==> src/rtl/accel_avg_filter.sv <==
// Per-axis moving-average filter for 10-bit accelerometer samples.
// Keeps a 2^LOG2_DEPTH window and emits floor-averaged X/Y/Z two cycles after each accepted sample.
module accel_avg_filter #(
    parameter int LOG2_DEPTH = 3
) (
    input  logic       i_clk,
    input  logic       i_rst_n,
    input  logic       i_clear,
    input  logic [9:0] i_data_x,
    input  logic [9:0] i_data_y,
    input  logic [9:0] i_data_z,
    input  logic       i_data_valid,
    output logic [9:0] o_avg_x,
    output logic [9:0] o_avg_y,
    output logic [9:0] o_avg_z,
    output logic       o_avg_valid,
    output logic       o_filled
);

    localparam int DEPTH = 1 << LOG2_DEPTH;
    localparam int SW    = 10 + LOG2_DEPTH;
    localparam logic [LOG2_DEPTH:0] FILL_MAX = {1'b1, {LOG2_DEPTH{1'b0}}};

    logic        [9:0]          hist_q [3][DEPTH];
    logic signed [SW-1:0]       sum_q [3];
    logic signed [SW-1:0]       sum_d [3];
    logic        [9:0]          sample [3];
    logic        [9:0]          oldest [3];
    logic        [9:0]          shifted [3];
    logic        [LOG2_DEPTH-1:0] wrPtr_q;
    logic        [LOG2_DEPTH:0] fill_q;
    logic                       accepted_q;
    logic        [9:0]          avgStage_q [3];
    logic                       stageValid_q;
    logic        [9:0]          avg_q [3];
    logic                       avgValid_q;
    logic                       filled_q;
    logic                       full;

    function automatic logic signed [SW-1:0] sext(input logic [9:0] v);
        return $signed({{LOG2_DEPTH{v[9]}}, v});
    endfunction

    assign full = (fill_q == FILL_MAX);

    // Running sum swaps the oldest history entry for the new sample; the shift floors toward -inf.
    always_comb begin
        sample[0] = i_data_x;
        sample[1] = i_data_y;
        sample[2] = i_data_z;
        for (int a = 0; a < 3; a++) begin
            oldest[a]  = hist_q[a][wrPtr_q];
            sum_d[a]   = sum_q[a] + sext(sample[a]) - sext(oldest[a]);
            shifted[a] = 10'(sum_q[a] >>> LOG2_DEPTH);
        end
    end

    always_ff @(posedge i_clk or negedge i_rst_n) begin
        if (!i_rst_n) begin
            for (int a = 0; a < 3; a++) begin
                for (int i = 0; i < DEPTH; i++) hist_q[a][i] <= '0;
                sum_q[a]      <= '0;
                avgStage_q[a] <= '0;
                avg_q[a]      <= '0;
            end
            wrPtr_q      <= '0;
            fill_q       <= '0;
            accepted_q   <= 1'b0;
            stageValid_q <= 1'b0;
            avgValid_q   <= 1'b0;
            filled_q     <= 1'b0;
        end else if (i_clear) begin
            // Clear takes priority over a coincident sample and kills any pulse in flight.
            for (int a = 0; a < 3; a++) begin
                for (int i = 0; i < DEPTH; i++) hist_q[a][i] <= '0;
                sum_q[a]      <= '0;
                avgStage_q[a] <= '0;
                avg_q[a]      <= '0;
            end
            wrPtr_q      <= '0;
            fill_q       <= '0;
            accepted_q   <= 1'b0;
            stageValid_q <= 1'b0;
            avgValid_q   <= 1'b0;
            filled_q     <= 1'b0;
        end else begin
            if (i_data_valid) begin
                for (int a = 0; a < 3; a++) begin
                    hist_q[a][wrPtr_q] <= sample[a];
                    sum_q[a]           <= sum_d[a];
                end
                wrPtr_q <= wrPtr_q + 1'b1;
                if (!full) fill_q <= fill_q + 1'b1;
            end
            accepted_q   <= i_data_valid;
            stageValid_q <= accepted_q && full;
            if (accepted_q && full) begin
                for (int a = 0; a < 3; a++) avgStage_q[a] <= shifted[a];
            end
            avgValid_q <= stageValid_q;
            if (stageValid_q) begin
                for (int a = 0; a < 3; a++) avg_q[a] <= avgStage_q[a];
            end
            filled_q <= full;
        end
    end

    assign o_avg_x     = avg_q[0];
    assign o_avg_y     = avg_q[1];
    assign o_avg_z     = avg_q[2];
    assign o_avg_valid = avgValid_q;
    assign o_filled    = filled_q;

endmodule

==> config.mk <==
export PLATFORM = sky130hd
export DESIGN_NAME = accel_avg_filter
export DESIGN_NICKNAME = d
export VERILOG_FILES = /design/src/rtl/accel_avg_filter.sv
export SDC_FILE = /design/constraint.sdc
export NUM_CORES = 1
export LEC_CHECK = 0
export CORE_UTILIZATION = 60
export CTS_CLUSTER_SIZE = 14
export DETAILED_ROUTE_END_ITERATION = 10
export DONT_BUFFER_PORTS = 1
export PLACE_DENSITY = 0.8
export REMOVE_ABC_BUFFERS = 1
export SLEW_MARGIN = 20
export SYNTH_ARGS = -nofsm -noshare
export SYNTH_HDL_FRONTEND = slang
export SYNTH_SLANG_ARGS = --single-unit
==> constraint.sdc <==
create_clock -name i_clk -period 5.27 [get_ports i_clk]
set_input_delay 0.7905 -clock i_clk [delete_from_list [all_inputs] [get_ports i_clk]]
set_output_delay 0.7905 -clock i_clk [all_outputs]
set_load 0.005 [all_outputs]
==> metrics <==
worst reg-to-reg path cell count 13; most common cell after layout, fill and taps aside nand2_1; Setup Viol. Count Final 0; DR DRC count 0; Most used DFF post-synth dfrtp_1; post-DP HPWL 29.6 mm; Core Area 29900 µm²; diode count 0; Synth cell types 58; largest net degree at the start of global routing 351; Hold WS -0.0114 ns; Setup Buffers After CTS 0; CP Class flip-flop to flip-flop; first-pass GRT wire length 76.7 mm; CP startpoint kind flip-flop; H-Tree Depth 2; worst path required time 5.67 ns; row cnt 63; drt pass-1 iters 6; vias in the first global route 14200; CTS Buf Count 37; post-place setup slack 0.840 ns; ANT nets after route 0; Slew HR 26.9%; post-route non-filler standard cell count 2350; Worst-path clk slew 0.06 ns; CTS root buffer clkbuf_16; Worst Tran Pin Value 1.09 ns; Clock Sinks 350; Chip Height 177 µm; Final Wtd Congestion 0.935; I/O pins 66; die width 177 µm; Setup crit end kind flip-flop; RSZ-0062 raised after global routing false; Initial Util 61.6%; All-Layer GR Usage 31.5%; Syn-to-layout area delta 6.71%; Max FO, Critical Path 22; violated checks negative hold slack; crit share post-route 86.8%; Port Buffer Count 0; Max Clk Rate 0.219 GHz; nets 2053; EDFF count, synth 0; CP startpoint wrPtr_q[0]; Critical R2R Launch wrPtr_q[0]; initial DRC count 1683; global route overflow 0; Async SR Flop Fraction 100%; Leak Pwr 8.72 nW; post-synthesis instance total 2032; max_cap viols 0; Seq cells post-synth 350; Vias 14700; sequential share of the synthesized area 47.6%; post-synthesis cell area 18400 µm²; Util after Layout 65.8%; share of cells above drive strength 1 7.35%; post-route setup TNS 0 ns; DP Cell Count 2289; FF-to-FF End shifted[19]; mean routed wirelength per cell 20.5 µm; syn avg cell area 9.06 µm²; Ys Warns 0; die footprint 31400 µm²; CTS tree done; Final Max Slew Viols 0; antenna violations before repair 0; Max VDD drop 0.000192 V; setup ws final 0.698 ns; Hold WC Path Type input port to asynchronous set/reset pin; Tmin final 4.57 ns; Vias/cell 6.24; status finished, violations left; Pwr Density 393 nW/µm²; clk_skew 0.0117 ns; R2R setup slack 0.70 ns; clk_lat worst skew 0.52 ns; final wirelength 48.2 mm; final hold viol count 6; commonest cells after routing, fill and taps aside nand2_1, dfrtp_1, a21oi_1; CP arrival 4.97 ns; Max Root-Sink Buffers 3
[synthesized netlist by cell type, drive strengths merged (7+ instances only)]
cell | count | share of area (%)
mux2i | 71 | 3.9
clkbuf | 136 | 2.8
a22o | 31 | 1.5
nand3 | 17 | 0.46
nor3 | 8 | 0.22
a211oi | 8 | 0.33
nor2 | 95 | 1.9
mux2 | 21 | 1.3
nand2 | 546 | 11
nand4 | 7 | 0.24
o22ai | 8 | 0.27
ha | 45 | 3.1
fa | 36 | 3.9
nand2b | 12 | 0.41
mux4 | 24 | 2.9
a221oi | 27 | 1.3
o221ai | 7 | 0.33
dfrtp | 350 | 48
xor2 | 14 | 0.67
a21oi | 284 | 7.7
o21ai | 25 | 0.68
buf | 22 | 0.51
a21o | 14 | 0.58
xnor2 | 16 | 0.76
inv | 143 | 2.9
[logic make-up after synthesis]
logic type               count (synthesis)  share of synthesized area [%]
XOR/XNOR                                30                           1.43
AO/OA/AOI/OAI                          446                           14.5
flip-flops                             350                           47.6
adder cells (fa/ha/maj)                 81                           6.97
buffers and inverters                  304                           6.28
AND/OR/NAND/NOR                        705                           15.1
multiplexers                           116                           8.08
[per-stage QoR]
stage | cell area [µm²] | total power [W]
after floorplan | 17800 | 0.00473
after global placement | 18500 | 0.00514
after detailed placement | 18500 | 0.00524
after CTS | 19600 | 0.00769
after global routing | 19600 | 0.00812
final | 19600 | 0.00771
[sequential cells by signal, indices dropped and copies added, names as in the netlist]
name / flops
o_filled: 1
fill_q: 4
avgStage_q: 30
o_avg_valid: 1
o_avg_z: 10
accepted_q: 1
stageValid_q: 1
o_avg_y: 10
sum_q: 9
o_avg_x: 10
wrPtr_q: 3
shifted: 30
hist_q: 240
[per-layer routing]
metal  up-vias  track usage, %  part of all wire (%)
met5         -               0                     0
met4         0            12.1                   3.5
met3       157            6.25                   9.5
met2       748            49.9                    47
met1      7210            42.8                    40
li1       6549               -                     -
[final cells by class]
type | instances | area [µm²]
clock buffer | 54 | 1050
clock inverter | 7 | 67.6
fill | 2308 | 10200
inverter | 146 | 548
multi-input combinational | 1378 | 8540
sequential | 350 | 8770
tap | 390 | 488
timing repair buffer | 25 | 188
[where the power goes]
group,switching [W],internal [W]
registers,0.000122,0.00284
logic,0.00133,0.000957
clock network,0.00104,0.00142
total,0.00249,0.00522
[repair_timing]
item	CTS	global route
endpoints found under the setup margin	0	0
gates resized for setup	0	0
hold endpoints to repair	345	279
[critical path: stages (launching register included)]
cell	delay [ns]
dfrtp_4	0.68
clkinv_1	0.41
nor2_1	0.65
a22oi_1	0.19
o221ai_1	0.39
fa_1	0.48
inv_1	0.06
ha_1	0.28
a21oi_1	0.25
o22ai_1	0.14
or3_1	0.37
mux2i_1	0.16
o21ai_0	0.12
mux2_2	0.27
[how the worst max path moves through the flow]
stage,cells after the start,end,slack [ns]
2_1_floorplan,13,shifted[9],-0.52
3_3_place_gp,15,shifted[29],1.00
3_5_place_dp,13,shifted[19],0.84
4_1_cts,13,shifted[19],0.81
5_1_grt,15,shifted[27],0.52
6_report,13,shifted[19],0.70
(Power assumes the default switching activity.)
